File: src/rtl/rc_pkg.sv
// Shared definitions for both ends of the reconfiguration-controller request handshake.
package rc_pkg;

  typedef enum logic [1:0] {
    IDLE  = 2'd0,
    REQ   = 2'd1,
    GRANT = 2'd2,
    GAP   = 2'd3
  } rc_init_state_t;

  localparam logic RC_REQ_ASSERT = 1'b0;
  localparam logic RC_ACK_ASSERT = 1'b0;

  // One counter serves both the timeout and the gap, so it must hold the larger terminal value.
  function automatic int rc_cnt_width(input int timeout, input int min_gap);
    int hi;
    hi = (timeout > min_gap) ? timeout : min_gap;
    return $clog2(hi + 1);
  endfunction

endpackage

File: src/rtl/rc_req_initiator_if.sv
// Sequencer/loader/responder-facing signals of the RC request initiator.
interface rc_req_initiator_if;

  logic reconf_req;
  logic reconf_done;
  logic rc_ackn;
  logic rc_reqn;
  logic reconf_grant;
  logic busy;
  logic timeout_err;

  modport master (
    input  reconf_req, reconf_done, rc_ackn,
    output rc_reqn, reconf_grant, busy, timeout_err
  );

  modport slave (
    output reconf_req, reconf_done, rc_ackn,
    input  rc_reqn, reconf_grant, busy, timeout_err
  );

endinterface

File: src/rtl/rc_cycle_counter.sv
// Clearable, enableable up-counter with a terminal-count compare against a selectable limit.
module rc_cycle_counter #(
  parameter int WIDTH = 8
) (
  input  logic             clk,
  input  logic             rstn,
  input  logic             clear,
  input  logic             enable,
  input  logic [WIDTH-1:0] terminal,
  output logic             at_terminal
);

  logic [WIDTH-1:0] count_d, count_q;

  always_comb begin
    count_d = count_q;
    if (clear) begin
      count_d = '0;
    end else if (enable) begin
      count_d = count_q + WIDTH'(1);
    end
  end

  always_ff @(posedge clk or negedge rstn) begin
    if (!rstn) begin
      count_q <= '0;
    end else begin
      count_q <= count_d;
    end
  end

  assign at_terminal = (count_q == terminal);

endmodule

File: src/rtl/rc_req_initiator.sv
// Initiator FSM of the RC request/acknowledge handshake: request, grant, inter-request gap,
// with a timeout that abandons a request the responder never acknowledges.
module rc_req_initiator
  import rc_pkg::*;
#(
  parameter int TIMEOUT = 255,
  parameter int MIN_GAP = 2
) (
  input logic                clk,
  input logic                rstn,
  rc_req_initiator_if.master bus
);

  localparam int              CNT_W        = rc_cnt_width(TIMEOUT, MIN_GAP);
  localparam logic [CNT_W-1:0] TIMEOUT_LAST = CNT_W'(TIMEOUT - 1);
  localparam logic [CNT_W-1:0] GAP_LAST     = CNT_W'(MIN_GAP - 1);

  rc_init_state_t   state_d, state_q;
  logic             pending_d, pending_q;
  logic             rc_reqn_d, rc_reqn_q;
  logic             reconf_grant_d, reconf_grant_q;
  logic             timeout_err_d, timeout_err_q;
  logic             cnt_clear, cnt_enable, cnt_at_terminal;
  logic [CNT_W-1:0] cnt_terminal;

  assign cnt_terminal = (state_q == REQ) ? TIMEOUT_LAST : GAP_LAST;

  rc_cycle_counter #(.WIDTH(CNT_W)) u_counter (
    .clk         (clk),
    .rstn        (rstn),
    .clear       (cnt_clear),
    .enable      (cnt_enable),
    .terminal    (cnt_terminal),
    .at_terminal (cnt_at_terminal)
  );

  // A request arriving on the very edge that consumes the pending flag is merged into that one.
  always_comb begin
    state_d       = state_q;
    pending_d     = pending_q | bus.reconf_req;
    cnt_clear     = 1'b0;
    cnt_enable    = 1'b0;
    timeout_err_d = 1'b0;

    case (state_q)
      IDLE: begin
        if (pending_q | bus.reconf_req) begin
          state_d   = REQ;
          cnt_clear = 1'b1;
        end
      end
      REQ: begin
        cnt_enable = 1'b1;
        if (bus.rc_ackn == RC_ACK_ASSERT) begin
          state_d   = GRANT;
          pending_d = 1'b0;
        end else if (cnt_at_terminal) begin
          state_d       = GAP;
          pending_d     = 1'b0;
          cnt_clear     = 1'b1;
          timeout_err_d = 1'b1;
        end
      end
      GRANT: begin
        if (bus.reconf_done) begin
          state_d   = GAP;
          cnt_clear = 1'b1;
        end
      end
      GAP: begin
        cnt_enable = 1'b1;
        if (cnt_at_terminal) begin
          state_d = IDLE;
        end
      end
      default: state_d = IDLE;
    endcase

    // Outputs are registered from the next state so rc_reqn rises on the cycle after the ack.
    rc_reqn_d      = (state_d == REQ) ? RC_REQ_ASSERT : ~RC_REQ_ASSERT;
    reconf_grant_d = (state_d == GRANT);
  end

  always_ff @(posedge clk or negedge rstn) begin
    if (!rstn) begin
      state_q        <= IDLE;
      pending_q      <= 1'b0;
      rc_reqn_q      <= ~RC_REQ_ASSERT;
      reconf_grant_q <= 1'b0;
      timeout_err_q  <= 1'b0;
    end else begin
      state_q        <= state_d;
      pending_q      <= pending_d;
      rc_reqn_q      <= rc_reqn_d;
      reconf_grant_q <= reconf_grant_d;
      timeout_err_q  <= timeout_err_d;
    end
  end

  assign bus.rc_reqn      = rc_reqn_q;
  assign bus.reconf_grant = reconf_grant_q;
  assign bus.timeout_err  = timeout_err_q;
  assign bus.busy         = (state_q != IDLE);

endmodule
File: src/flat_wrapper.sv
// flat-port wrapper written by rule: the top's interface ports become plain ports
module rc_req_initiator_flat import rc_pkg::*;
#(
  parameter int TIMEOUT = 255,
  parameter int MIN_GAP = 2
)
  (clk, rstn, bus_reconf_req, bus_reconf_done, bus_rc_ackn, bus_rc_reqn, bus_reconf_grant, bus_busy, bus_timeout_err);
  rc_req_initiator_if bus_i ();
  input logic clk;
  input logic rstn;
  input wire logic [$bits(bus_i.reconf_req)-1:0] bus_reconf_req;
  input wire logic [$bits(bus_i.reconf_done)-1:0] bus_reconf_done;
  input wire logic [$bits(bus_i.rc_ackn)-1:0] bus_rc_ackn;
  output wire logic [$bits(bus_i.rc_reqn)-1:0] bus_rc_reqn;
  output wire logic [$bits(bus_i.reconf_grant)-1:0] bus_reconf_grant;
  output wire logic [$bits(bus_i.busy)-1:0] bus_busy;
  output wire logic [$bits(bus_i.timeout_err)-1:0] bus_timeout_err;
  assign bus_i.reconf_req = bus_reconf_req;
  assign bus_i.reconf_done = bus_reconf_done;
  assign bus_i.rc_ackn = bus_rc_ackn;
  assign bus_rc_reqn = bus_i.rc_reqn;
  assign bus_reconf_grant = bus_i.reconf_grant;
  assign bus_busy = bus_i.busy;
  assign bus_timeout_err = bus_i.timeout_err;
  rc_req_initiator #(.TIMEOUT(TIMEOUT), .MIN_GAP(MIN_GAP)) u_core (.clk(clk), .rstn(rstn), .bus(bus_i));
endmodule
File: config.mk
export PLATFORM = sky130hd
export DESIGN_NAME = rc_req_initiator_flat
export DESIGN_NICKNAME = d
export VERILOG_FILES = /design/src/rtl/rc_pkg.sv /design/src/rtl/rc_req_initiator_if.sv /design/src/rtl/rc_cycle_counter.sv /design/src/rtl/rc_req_initiator.sv /design/src/flat_wrapper.sv
export SDC_FILE = /design/constraint.sdc
export NUM_CORES = 1
export LEC_CHECK = 0
export ABC_AREA = 1
export ABC_CLOCK_PERIOD_IN_PS = 1700
export BUFFER_PORTS_ARGS = -buffer_cell sky130_fd_sc_hd__buf_2
export CAP_MARGIN = 10
export CORE_AREA = 5 5 43 45
export CTS_CLUSTER_SIZE = 24
export DETAILED_ROUTE_END_ITERATION = 6
export DIE_AREA = 0 0 48 50
export PLACE_DENSITY = 0.82
export REMOVE_ABC_BUFFERS = 1
export SLEW_MARGIN = 20
export SYNTH_ARGS = -nofsm -noshare
export SYNTH_HDL_FRONTEND = slang
export SYNTH_SLANG_ARGS = --single-unit
File: constraint.sdc
create_clock -name clk -period 1.7 [get_ports clk]
set_input_delay 0.17 -clock clk [delete_from_list [all_inputs] [get_ports clk]]
set_output_delay 0.17 -clock clk [all_outputs]
set_load 0.01 [all_outputs]
==> run metrics <==
outcome=finished, final reports clean; Yosys warning total=0; peak ir drop on the vdd network=0.951 mV; deepest clock path buffer count=2; total vias in the final route=approximately 660; pin count of the biggest net entering global routing=15; top flip-flop cell by instance count after synthesis=sky130_fd_sc_hd__dfrtp_1; Worst Setup Path Type=reg2reg; setup violation total in the final timing report=0; Pre-antenna DRT Iters=4; Detailed Route WL=1.54 mm; GR Util All Layers=15.9%; critical path required time=between 1500 and 2000 ps; Commonest cells post-synth=23 x sky130_fd_sc_hd__nand2_1, 19 x sky130_fd_sc_hd__inv_1, 16 x sky130_fd_sc_hd__nor2_1, 13 x sky130_fd_sc_hd__dfrtp_1, 8 x sky130_fd_sc_hd__nand3_1; Inst Count DP=roughly 130; Site Rows=14; minimum clock period after layout=approximately 1400 ps; initial antenna violation count=0; Cell Pwr Density=1580 nW/um2; final routed DRC violation total=0; worst hold path cell count=3; total grt overflow=0; cell chosen for the clock root=sky130_fd_sc_hd__clkbuf_4; unrepaired setup endpoints after global routing=false; postcts setup bufs=0; leading cell type by number of instances after synthesis=sky130_fd_sc_hd__nand2_1; worst-skew pair later-pin latency=between 200 and 300 ps; proportion of register bits with asynchronous set or reset after synthesis=between 90% and 100%; ant diodes=0; First DRT Iteration DRCs=17; leakage power=slightly below 0.0005 uW; largest driver fanout on the critical path=6; worst-case clock skew=approximately 3.3 ps; Setup TNS=0 ps; Worst setup EP type=register; CTS tree=built; vias in the first global route=~650; number of levels in the clock H-tree=1; Critical R2R Launch=u_core.u_counter.count_q[6]; number of instances in the synthesized netlist=a little over 100; clock-pin slew reported for the worst setup and hold paths after clock tree synthesis=about 90 ps; final RePlAce weighted congestion=~0.82; multi-input logic area=roughly 350 um2; fraction of the yosys area taken by sequential cells=roughly 45%; # resized after CTS=0; number of library cell types mapped by synthesis=22; sink count of the clock tree=14; cell area after technology mapping=783 um2; fraction of final layout cells sized beyond drive strength 1=roughly 22%; Hold Path Class=in2reg; initial core utilization=54.5%; R2R Setup Slk=about 310 ps; fraction of synthesized cell area taken by the top area cell type=approximately two fifths; count of input and output buffers=8; HPWL after DPL=1.19 mm; slew at the pin with the worst max-slew slack=366 ps; number of buffers created by CTS=3; largest area contributor in the synthesized netlist=sky130_fd_sc_hd__dfrtp_1; Storage cell area=about 350 um2; die area=between 2000 and 2500 um2; Hold Violations, Final=0; floorplan die width=approximately 48 um; number of I/O pins=9; remaining antenna violation count=0; via/cell ratio=between 4 and 5; count of maximum capacitance violations=0; post-layout net count=around 120; source of the worst hold timing path=bus_rc_ackn; fill cell total of the finished layout=about 130; FF+latch count, synth=14; top post-synthesis cells by area=sky130_fd_sc_hd__dfrtp_1 42%, sky130_fd_sc_hd__nand2_1 11%, sky130_fd_sc_hd__inv_1 9.1%, sky130_fd_sc_hd__nor2_1 7.7%, sky130_fd_sc_hd__nand3_1 5.1%; total chip power=roughly 1400 uW; wire length per cell=around 12 um; first-pass GRT wire length=2.68 mm; Hold Path End=u_core.pending_q; Area Growth Syn to Fin=13.6%; share of the clock period used by the worst path=between 80% and 90%; FMAX=721 MHz; final max-slew violation count=0; area of the core=about 1400 um2; worst flop-to-flop path endpoint=u_core.u_counter.count_q[5]; Worst R2R Path Depth=7; critical path startpoint category=register; Slew HR=between 70% and 80%; arrival time reported for the critical path endpoint=approximately 1600 ps; count of flip-flops with a built-in enable after synthesis=0; Layout Cells excl Fill=~130; Die Height=around 50 um; syn avg cell area=7.60 um2
[state kept, by name, indices dropped and copies added, names as in the netlist]
name and flops:
u_core.u_counter.count_q 8, u_core.state_q 2, u_core.bus.rc_reqn 1, u_core.bus.reconf_grant 1, u_core.bus.timeout_err 1, u_core.pending_q 1
[through the flow]
| stage | hold WS (ps) | setup slack, ps | utilization, % | instance area (um2) |
|---|---|---|---|---|
| global placement | 77.5 | 350 | 58.7 | 843 |
| floorplan | -126 | 497 | - | 783 |
| detailed placement | 80.4 | 332 | 58.7 | 843 |
| CTS | 153 | 308 | 61.9 | 890 |
| global route | 164 | 223 | 61.9 | 890 |
| finish | 173 | 312 | 61.9 | 890 |
[metal layers]
| metal | track usage, % | up-vias | share of wire (%) | routed length [um] |
|---|---|---|---|---|
| li1 | - | 340 | - | - |
| met4 | 5.38 | 0 | 1.9 | 29 |
| met1 | 20.9 | 300 | 45 | 693 |
| met5 | 0 | - | 0 | 0 |
| met2 | 23.8 | 12 | 48 | 745 |
| met3 | 5.45 | 5 | 4.6 | 71 |
[logic make-up after synthesis]
logic type | share of synthesized area [%]
AND/OR/NAND/NOR | 32.3
buffers and inverters | 10.1
flip-flops | 44.9
AO/OA/AOI/OAI | 8.95
XOR/XNOR | 2.24
adder cells (fa/ha/maj) | 1.60
[worst max-delay path by stage]
stage	slack, ps	cells past startpoint	from	endpoint
finish	310	7	u_core.u_counter.count_q[6]	u_core.u_counter.count_q[5]
global route	220	6	u_core.state_q[0]	u_core.u_counter.count_q[4]
CTS	310	7	u_core.u_counter.count_q[6]	u_core.u_counter.count_q[5]
detailed placement	330	7	u_core.u_counter.count_q[6]	u_core.u_counter.count_q[5]
global placement	350	7	u_core.u_counter.count_q[6]	u_core.u_counter.count_q[7]
floorplan	500	7	u_core.u_counter.count_q[6]	u_core.u_counter.count_q[5]
[critical path, stage by stage (launching register included)]
cell                      delay, ps
sky130_fd_sc_hd__dfrtp_1        420
sky130_fd_sc_hd__or2_1          250
sky130_fd_sc_hd__nor2_1         140
sky130_fd_sc_hd__nand2_2        110
sky130_fd_sc_hd__nand2_1         90
sky130_fd_sc_hd__nand2_2        100
sky130_fd_sc_hd__nand2_4        110
sky130_fd_sc_hd__nor2_1          60
[cells in the final DEF (no fill, tap or decap), drive strengths merged]
master / synthesis / layout
a21boi: 1 / 1
a21oi: 4 / 4
buf: 0 / 8
clkbuf: 0 / 4
dfrtp: 13 / 13
dfstp: 1 / 1
dlygate4sd3: 0 / 1
ha: 1 / 1
inv: 21 / 21
nand2: 26 / 26
nand3: 10 / 10
nor2: 17 / 17
nor3: 1 / 1
o211ai: 1 / 1
o21ai: 4 / 4
or2: 1 / 1
xor2: 2 / 2
[final cells by class]
type	count	share of cell area, %
clock buffers	4	4.08
well taps	16	2.25
repair buffers	9	5.63
inverters	21	8.86
flip-flops and latches	14	39.5
multi-input cells	68	39.7
[power breakdown]
| group | switching, uW | internal (uW) |
|---|---|---|
| sequential | 90.4 | 436 |
| clock | 112 | 131 |
| combinational | 414 | 224 |
| total | 617 | 791 |
[repair_timing]
item	CTS	global route
hold buffers	1	0
setup endpoints to repair	0	0
hold endpoints to repair	13	0
Power figures use the tool's default switching activity.
